==> src/rtl/load_rs_scheduler.sv <==
// load_rs_scheduler: load reservation station; tracks store/register dependencies
// and offers the oldest ready load to the load unit.
module load_rs_scheduler #(
    parameter int NUM_ENTRIES   = 4,
    parameter int NUM_PHYS_REGS = 64,
    parameter int ROB_W         = 4,
    localparam int PR_W = $clog2(NUM_PHYS_REGS),
    localparam int IW   = $clog2(NUM_ENTRIES),
    localparam int OW   = IW + 1
) (
    input  logic                     clk,
    input  logic                     rst,
    input  logic                     flush,
    input  logic                     disp_valid,
    output logic                     disp_ready,
    input  logic [PR_W-1:0]          disp_ps1,
    input  logic [PR_W-1:0]          disp_pd,
    input  logic [ROB_W-1:0]         disp_rob,
    input  logic                     disp_dep_valid,
    input  logic [ROB_W-1:0]         disp_dep_rob,
    input  logic [31:0]              disp_imm,
    input  logic [NUM_PHYS_REGS-1:0] valid_reg,
    input  logic                     cdb_valid,
    input  logic [ROB_W-1:0]         cdb_rob,
    output logic                     issue_valid,
    input  logic                     issue_ready,
    output logic [PR_W-1:0]          issue_ps1,
    output logic [PR_W-1:0]          issue_pd,
    output logic [ROB_W-1:0]         issue_rob,
    output logic [31:0]              issue_imm,
    output logic [OW-1:0]            occupancy,
    output logic                     full,
    output logic                     empty
);
    typedef enum logic [1:0] {EMPTY, WAIT_STORE, WAIT_REG, READY} slot_state_t;

    slot_state_t             state_q [NUM_ENTRIES];
    slot_state_t             state_d [NUM_ENTRIES];
    logic [PR_W-1:0]         ps1_q   [NUM_ENTRIES];
    logic [PR_W-1:0]         pd_q    [NUM_ENTRIES];
    logic [ROB_W-1:0]        rob_q   [NUM_ENTRIES];
    logic [ROB_W-1:0]        dep_q   [NUM_ENTRIES];
    logic [31:0]             imm_q   [NUM_ENTRIES];
    // older_q[i][j]: slot i was allocated before slot j
    logic [NUM_ENTRIES-1:0]  older_q [NUM_ENTRIES];
    logic [NUM_ENTRIES-1:0]  busy, rdy, sel_oh;
    logic [IW-1:0]           alloc_idx, sel_idx;
    logic                    disp_fire, issue_fire, disp_hit;

    for (genvar g = 0; g < NUM_ENTRIES; g++) begin : g_flags
        assign busy[g] = state_q[g] != EMPTY;
        assign rdy[g]  = state_q[g] == READY;
    end

    always_comb begin
        alloc_idx = '0;
        for (int i = NUM_ENTRIES - 1; i >= 0; i--)
            if (!busy[i]) alloc_idx = IW'(i);
    end

    // A ready slot wins only if no other ready slot is older than it
    always_comb begin
        sel_oh  = '0;
        sel_idx = '0;
        for (int i = 0; i < NUM_ENTRIES; i++) begin
            sel_oh[i] = rdy[i];
            for (int j = 0; j < NUM_ENTRIES; j++)
                if (rdy[j] && older_q[j][i]) sel_oh[i] = 1'b0;
            if (sel_oh[i]) sel_idx = IW'(i);
        end
    end

    always_comb begin
        occupancy = '0;
        for (int i = 0; i < NUM_ENTRIES; i++)
            occupancy = occupancy + OW'(busy[i]);
    end

    assign full        = occupancy == OW'(NUM_ENTRIES);
    assign empty       = occupancy == '0;
    assign disp_ready  = ~full;
    assign disp_fire   = disp_valid & ~full & ~flush;
    assign issue_valid = (|rdy) & ~flush;
    assign issue_fire  = issue_valid & issue_ready;
    assign disp_hit    = cdb_valid && cdb_rob == disp_dep_rob;
    assign issue_ps1   = issue_valid ? ps1_q[sel_idx] : '0;
    assign issue_pd    = issue_valid ? pd_q[sel_idx]  : '0;
    assign issue_rob   = issue_valid ? rob_q[sel_idx] : '0;
    assign issue_imm   = issue_valid ? imm_q[sel_idx] : '0;

    always_comb begin
        for (int i = 0; i < NUM_ENTRIES; i++) begin
            state_d[i] = state_q[i];
            if (flush)
                state_d[i] = EMPTY;
            else if (disp_fire && alloc_idx == IW'(i))
                state_d[i] = (disp_dep_valid && !disp_hit) ? WAIT_STORE : WAIT_REG;
            else if (issue_fire && sel_idx == IW'(i))
                state_d[i] = EMPTY;
            else if (state_q[i] == WAIT_STORE && cdb_valid && cdb_rob == dep_q[i])
                state_d[i] = WAIT_REG;
            else if (state_q[i] == WAIT_REG && valid_reg[ps1_q[i]])
                state_d[i] = READY;
        end
    end

    always_ff @(posedge clk or negedge rst) begin
        if (!rst) begin
            for (int i = 0; i < NUM_ENTRIES; i++) begin
                state_q[i] <= EMPTY;
                ps1_q[i]   <= '0;
                pd_q[i]    <= '0;
                rob_q[i]   <= '0;
                dep_q[i]   <= '0;
                imm_q[i]   <= '0;
                older_q[i] <= '0;
            end
        end else begin
            for (int i = 0; i < NUM_ENTRIES; i++) begin
                state_q[i] <= state_d[i];
                if (flush)
                    older_q[i] <= '0;
                else if (disp_fire && alloc_idx == IW'(i))
                    older_q[i] <= '0;
                else if (disp_fire && busy[i])
                    older_q[i][alloc_idx] <= 1'b1;
            end
            if (disp_fire) begin
                ps1_q[alloc_idx] <= disp_ps1;
                pd_q[alloc_idx]  <= disp_pd;
                rob_q[alloc_idx] <= disp_rob;
                dep_q[alloc_idx] <= disp_dep_rob;
                imm_q[alloc_idx] <= disp_imm;
            end
        end
    end
endmodule

==> config.mk <==
export PLATFORM = sky130hd
export DESIGN_NAME = load_rs_scheduler
export DESIGN_NICKNAME = d
export VERILOG_FILES = /design/src/rtl/load_rs_scheduler.sv
export SDC_FILE = /design/constraint.sdc
export NUM_CORES = 1
export LEC_CHECK = 0
export BUFFER_PORTS_ARGS = -buffer_cell sky130_fd_sc_hd__buf_2
export CORE_MARGIN = 8
export CORE_UTILIZATION = 52
export DETAILED_ROUTE_END_ITERATION = 10
export PLACE_DENSITY = 0.77
export SETUP_SLACK_MARGIN = 0.1
export SLEW_MARGIN = 20
export SYNTH_ARGS = -nofsm -noshare
export SYNTH_HDL_FRONTEND = slang
export SYNTH_SLANG_ARGS = --single-unit
==> constraint.sdc <==
create_clock -name clk -period 2.9 [get_ports clk]
set_clock_uncertainty 0.05 [all_clocks]
set_input_delay 0.58 -clock clk [delete_from_list [all_inputs] [get_ports clk]]
set_output_delay 0.58 -clock clk [all_outputs]
set_load 0.05 [all_outputs]
# --- Yosys cells after proc, flatten, opt, wreduce, memory -nomap -nowiden ---
# Index checks and enable logic that the tools add are counted.
op_classes:
  add_sub_neg: 3
  n_mul: 0
  div_mod_pow: 0
  n_lt_le_gt_ge: 9
  n_eq_ne: 24
  shifts: 0
  n_mux: 89
  bitwise_logic: 12
  reduce_logical: 57
ops:
  columns: ["cell", "n"]
  rows:
  - ["128-bit bitwise mux", 1]
  - ["32-bit two-way mux", 4]
  - ["32-bit binary-select mux with 2-bit select", 1]
  - ["32-bit demux with 2-bit select", 1]
  - ["4-bit two-way mux", 16]
  - ["2-bit two-way mux", 27]
  - ["24-bit bitwise mux", 2]
  - ["6-bit two-way mux", 7]
  - ["1-bit logical AND", 40]
  - ["16-bit bitwise mux", 2]
  - ["6-bit by 7-bit less-than comparator with 1-bit output, second input constant", 4]
  - ["1-bit binary-select mux with 6-bit select", 4]
  - ["6-bit binary-select mux with 2-bit select", 2]
  - ["2-bit equality test, second input constant", 12]
  - ["4-bit equality test", 5]
  - ["5-bit nonzero test", 4]
  - ["1-bit two-way mux", 18]
  - ["4-bit OR", 4]
  - ["6-bit demux with 2-bit select", 1]
  - ["2-bit by 1-bit equality test with 1-bit output, second input constant", 6]
  - ["3-bit nonzero test", 4]
  - ["4-bit binary-select mux with 2-bit select", 1]
  - ["4-bit demux with 2-bit select", 1]
  - ["2-bit nonzero test", 4]
  - ["16 further kinds", 23]
totals:
  ff_bits: 232
  latchBits: 0
  ram_bits: 0
  romBits: 0
  inputBits: 127
  output_inout_bits: 55
  word_cells: 222
  memories: 0

# --- Depth between registers and ports, before layout ---
depth:
  word_depth: 14
  mapped_depth: 14
  depth_no_buf: 12

# --- Worst setup path after synthesis ---
# No wires, ideal clock.
synth_timing:
  path_kind: "register -> register"
  startpoint: "register state_q[6] in the netlist's numbering"
  endpoint: "register dep_q[4] in the netlist's numbering"
  setup_ns: 0.125
  t_arrival_ns: 3.873
  required_ns: 2.725
  path_slack_ns: -1.148
  path_stages_with_launch: 14
  path_buffers: 3
  synth_period_minus_slack_ns: 4.048
  cell_sequence: "dfrtp_1 buf_2 or2_2 inv_1 fa_1 inv_1 ha_1 ha_1 nor3b_2 nor3b_1 and3_1 clkbuf_1 buf_2 mux2_2"
synth_between:
  elab_chain_len: 8
  word_cells_on_any_way: 16
  cone_classes: "add/sub (3); order compare (2); eq/ne (1); mux (4); bitwise (4); reduce/logical (2)"
synth_rtl:
  columns: ["item", "line", "text"]
  rows:
  - ["start, declared", "37", "slot_state_t state_q [NUM_ENTRIES];"]
  - ["start signal, assigned by index", "120", "state_q[i] <= state_d[i];"]
  - ["2-bit nonzero test", "51", "assign busy[g] = state_q[g] != EMPTY;"]
  - ["1-bit by 1-bit adder with 2-bit output", "76", "occupancy = occupancy + OW'(busy[i]);"]
  - ["2-bit by 1-bit adder with 3-bit output", "76", null]
  - ["3-bit by 1-bit adder with 3-bit output", "76", null]
  - ["via occupancy[2]", "31", "output logic [OW-1:0] occupancy,"]
  - ["3-bit equality test", "79", "assign full = occupancy == OW'(NUM_ENTRIES);"]
  - ["via full", "32", "output logic full,"]
  - ["1-bit inverter", "82", "assign disp_fire = disp_valid & ~full & ~flush;"]
  - ["1-bit AND (2 in a row)", "82", null]
  - ["end signal, assigned by index", "132", "dep_q[alloc_idx] <= disp_dep_rob;"]
  - ["end, declared", "42", "logic [ROB_W-1:0] dep_q [NUM_ENTRIES];"]
# The timed path passes the listed nets, and every way through them passes these cells.
# A chain may end at the register's enable or synchronous reset.

# --- Final worst setup path ---
layout_timing:
  startpoint: "register state_q[1] in the netlist's numbering"
  endpoint: "output port issue_imm[22]"
layout_between:
  elab_chain_len: 11
  word_cells_on_any_way: 20
  cone_classes: "eq/ne (1); mux (13); bitwise (2); reduce/logical (4)"
layout_rtl:
  columns: ["item", "line", "text"]
  rows:
  - ["2-bit equality test *", "52", "assign rdy[g] = state_q[g] == READY;"]
  - ["1-bit two-way mux / 1-bit logical AND (equally long branches)", "68", "if (rdy[j] && older_q[j][i]) sel_oh[i] = 1'b0;"]
  - ["1-bit two-way mux", "68", null]
  - ["1-bit two-way mux, on equally long branches", "68, 69", null]
  - ["1-bit two-way mux / 2-bit two-way mux (equally long branches)", "68, 69", null]
  - ["2-bit two-way mux", "69", "if (sel_oh[i]) sel_idx = IW'(i);"]
  - ["2-bit inverter with 3-bit output (not written as such)", "89", "assign issue_imm = issue_valid ? imm_q[sel_idx] : '0;"]
  - ["32-bit binary-select mux with 2-bit select", "89", null]
  - ["32-bit two-way mux (not written as such) (2 in a row)", "89", null]
  - ["32-bit two-way mux *", "89", null]
  - ["end, declared", "30", "output logic [31:0] issue_imm,"]
# Mark *: on every way between the ends. The rest lies on a longest branch, timed or not. The select of a mux whose other input is x is not followed.

==> run metrics <==
pin count of the biggest net entering global routing=76; Slew Limit Fails=0; vias in the first global route=11.7k; area of combinational cells with multiple inputs=8190 um2; yosys synthesis warning count=0; number of sinks handled by clock tree synthesis=between 200 and 250; async set or reset register ratio after synthesis=100%; number of synthesized register bits=228; failing checks=negative setup slack; H-tree level count=1; worst hold-check slack=0.259 ns; number of antenna violations at the first check in global routing=4; arithmetic-cell share of the synthesized area counting full adders, half adders and majority gates=0.466%; delay of the slowest cell on the worst path=about 0.62 ns; Logic pwr share=38.3%; Sequential cell area=around 5700 um2; highest-delay cell along the critical path=sky130_fd_sc_hd__a222oi_1; width of the die=approximately 170 um; main area contributors after synthesis=sky130_fd_sc_hd__dfrtp_1 46%, sky130_fd_sc_hd__nand2_1 12%, sky130_fd_sc_hd__mux4_2 12%; placer congestion estimate=a little under 1; unrepaired setup endpoints after global routing=yes; average via count per standard cell=6.88; final critical delay including setup and external delays=3.62 ns; tightest slew margin relative to the limit=25.4%; Die Ht=170 um; synth-to-layout area growth=53.7%; share of synthesized area occupied by flip-flops and latches=between 40% and 50%; CP Launch Type=flip-flop; layout cell share with drive strength beyond 1=between 50% and 60%; Pre-Repair DR Iteration Count=8; Post-layout nets=1609; Reg clk slew, reported paths=approximately 0.060 ns; arrival time worst endpoint=between 2 and 3 ns; critical path, cell by cell=buf_6, nand3b_1, a2111oi_4, buf_4, nor2b_4, buf_12, a222oi_1, a21oi_4, buf_8; count of buffers inserted at the top-level ports=roughly 180; number of violations reported at the end of detailed-routing iteration 0=~1.9k; number of different library cells in the post-synthesis netlist=60; # fillers=~1.1k; io pins=182; aggregate global-route resource usage=28.3%; simple logic cell fraction of the synthesized area=15.3%; DPL Wire Length=26.0 mm; cell area after technology mapping=12300 um2; TritonCTS clock tree=yes; result of the run=finished with violations; clock buffers created by TritonCTS=25; Synth Area in XOR/XNOR=1.42%; Std-Cell Core Area=23400 um2; cell-internal power=8640 uW; worst slew pin tran=roughly 1.1 ns; CTS max path bufs=3; cell class contributing the biggest share of worst-path delay=compound AO/OA/AOI/OAI gates; fraction of the mapped netlist area in compound gates=11.0%; routed wire length=54.6 mm; setup violators final=282; final hold violation count=0; element type at the critical path end=primary output; DRC violation count after routing=0; worst path buffer plus inverter count=4; fmax=276 MHz; areal power density over the cells=738 nW/um2; floorplan row count=56; Congestion Overflow GR=0; die footprint=28900 um2; wire length of the first global-routing pass=65.0 mm; critical path fanouts, max=17; sequential share of power=38.2%; cell leakage power=between 0.008 and 0.009 uW; path type of the worst min-delay path=input port to flip-flop; proportion of total power due to net switching=38.3%; class of the most critical setup path=flip-flop to primary output; final worst-path cycle share=125%; post-synthesis net count=roughly 1.3k; required time at the endpoint of the critical path=2.27 ns; Final ANT Viol Nets=0; mux share of post-synthesis cell area=21.4%; portion of synthesized cell area occupied by the leading cell type=46.2%; worst-case register-to-register setup slack=-0.45 ns; total of max-cap violations=0; Root Buffer Master=sky130_fd_sc_hd__clkbuf_16; initial cell density of the core=52.7%; Syn Inst Count=1180; total vias in the final route=12.5k; library cell occupying the most area in the post-synthesis netlist=sky130_fd_sc_hd__dfrtp_1; flip-flop cell with the highest count after synthesis=sky130_fd_sc_hd__dfrtp_1; Core Util, Final=81.1%; dominant combinational cell family by area after synthesis=multiplexers; Clk network pwr share=23.5%; net switching power=5360 uW; average routed wire per standard cell=30.1 um; clock latency on the worst-skew pair=between 0.5 and 0.6 ns; Post-synth EDFFs=0; Max rail drop VDD=approximately 0.56 mV; average cell area after synthesis=between 10 and 15 um2; min setup slack post-route=-0.721 ns
cell usage in the layout, fill, tap and decap left out, types with 6 or more instances in the layout:
cell type / n
sky130_fd_sc_hd__mux2_4: 97
sky130_fd_sc_hd__xnor2_1: 7
sky130_fd_sc_hd__buf_4: 69
sky130_fd_sc_hd__clkbuf_16: 43
sky130_fd_sc_hd__nand2_2: 119
sky130_fd_sc_hd__nand3_1: 16
sky130_fd_sc_hd__mux4_2: 64
sky130_fd_sc_hd__nor3_1: 8
sky130_fd_sc_hd__a21oi_4: 44
sky130_fd_sc_hd__mux2i_1: 6
sky130_fd_sc_hd__buf_12: 30
sky130_fd_sc_hd__o21ai_2: 15
sky130_fd_sc_hd__a22oi_1: 9
sky130_fd_sc_hd__a222oi_1: 43
sky130_fd_sc_hd__buf_6: 85
sky130_fd_sc_hd__xor2_1: 13
sky130_fd_sc_hd__buf_16: 11
sky130_fd_sc_hd__dfrtp_1: 225
sky130_fd_sc_hd__and3_1: 6
sky130_fd_sc_hd__nand2_1: 206
sky130_fd_sc_hd__inv_1: 20
sky130_fd_sc_hd__a31oi_1: 9
sky130_fd_sc_hd__buf_2: 125
sky130_fd_sc_hd__nor2_1: 12
sky130_fd_sc_hd__nand2_4: 60
sky130_fd_sc_hd__buf_8: 18
sky130_fd_sc_hd__a21oi_2: 6
path summary, 6_finish.rpt:
check | endpoint | cells after the start | startpoint
setup / recovery | issue_imm[22] | 9 | state_q[1]
hold / removal | imm_q[70] | 3 | disp_imm[6]
setup reg to reg | ps1_q[7] | 13 | state_q[7]
hold reg to reg | imm_q[119] | 2 | imm_q[119]
max in group asynchronous | state_q[5] | 3 | rst
min in group asynchronous | ps1_q[15] | 2 | rst
synth_stat cells, types with 3 or more instances:
cell / instances
sky130_fd_sc_hd__and3_1: 8
sky130_fd_sc_hd__a222oi_1: 43
sky130_fd_sc_hd__a21oi_1: 55
sky130_fd_sc_hd__nor2b_1: 6
sky130_fd_sc_hd__a22oi_1: 9
sky130_fd_sc_hd__o21a_1: 6
sky130_fd_sc_hd__ha_1: 3
sky130_fd_sc_hd__o21ai_1: 6
sky130_fd_sc_hd__o21ai_0: 18
sky130_fd_sc_hd__clkbuf_1: 51
sky130_fd_sc_hd__buf_6: 8
sky130_fd_sc_hd__mux2i_1: 6
sky130_fd_sc_hd__nand3_1: 19
sky130_fd_sc_hd__buf_4: 3
sky130_fd_sc_hd__nand2_1: 386
sky130_fd_sc_hd__mux4_2: 64
sky130_fd_sc_hd__nand3b_1: 3
sky130_fd_sc_hd__xor2_1: 13
sky130_fd_sc_hd__xnor2_1: 7
sky130_fd_sc_hd__buf_2: 20
sky130_fd_sc_hd__buf_1: 5
sky130_fd_sc_hd__inv_1: 25
sky130_fd_sc_hd__a32oi_1: 5
sky130_fd_sc_hd__mux2_2: 95
sky130_fd_sc_hd__dfrtp_1: 228
sky130_fd_sc_hd__o221ai_1: 3
sky130_fd_sc_hd__nor3_1: 10
sky130_fd_sc_hd__a221oi_1: 3
sky130_fd_sc_hd__a31oi_1: 10
sky130_fd_sc_hd__mux2_1: 6
sky130_fd_sc_hd__nor2_1: 17
metrics by stage:
step	TNS (ns)	cells	setup slack, ns	total power [uW]	cell area [um2]
2_1_floorplan	-71.87	1180	-0.466	7680	13100
3_3_place_gp	-5.38	1677	-0.163	8670	14700
3_5_place_dp	-8.14	1677	-0.164	8850	14700
4_1_cts	-24.90	1760	-0.508	12500	16800
5_1_grt	-112.92	1814	-0.792	14400	19000
6_report	-101.31	1814	-0.721	14000	19000
per-layer routing:
layer  vias up  wire (um)  GRT usage, %
met1      6091      18400          35.8
met3       380       6310          5.75
met5         -         33             0
li1       4845          -             -
met2      1151      25500          47.6
met4         6       4390          10.3
timing repair:
action / 4_1_cts / 5_1_grt
pin swaps: 60 / 202
hold buffers: 1 / 0
endpoints found under the hold margin: 1 / 0
gates resized for setup: 182 / 425
buffers inserted: 26 / 31
cloned: 13 / 24
endpoints found under the setup margin: 224 / 281
flip-flops by register name, indices dropped and copies added, names as in the netlist:
register  flops
dep_q        16
ps1_q        24
rob_q        16
state_q       8
imm_q       128
pd_q         24
older_q      12
cell type report:
| type | instances | share of cell area, % |
|---|---|---|
| clock buffers | 31 | 3.68 |
| well taps | 319 | 2.10 |
| multi-input cells | 840 | 43.2 |
| diodes | 1 | 0.0132 |
| repair buffers | 357 | 19.7 |
| flip-flops and latches | 228 | 30.1 |
| inverters | 26 | 0.574 |
| clock inverters | 12 | 0.686 |
power groups by stage:
stage	clock network, uW	logic (uW)	registers, uW
floorplan	0	3060	4620
global placement	0	3740	4930
detailed placement	0	3860	4990
CTS	3260	4240	4970
global route	3430	5630	5390
finish	3290	5360	5350
tightest hold or removal path, delay by kind of cell:
| kind | cells | cell delay (ns) |
|---|---|---|
| and+or+nand+nor | 2 | 0.11 |
| buffers and inverters | 1 | 0.13 |
cells by family (layout without fill, tap and decap cells):
family / count (synthesis) / after routing
other cells: 0 / 1
xor+xnor: 20 / 20
compound gates: 179 / 179
simple gates: 464 / 466
flops: 228 / 228
buf+inv: 114 / 426
mux: 171 / 171
fa+ha+maj: 4 / 4
(Power assumes the default switching activity.)
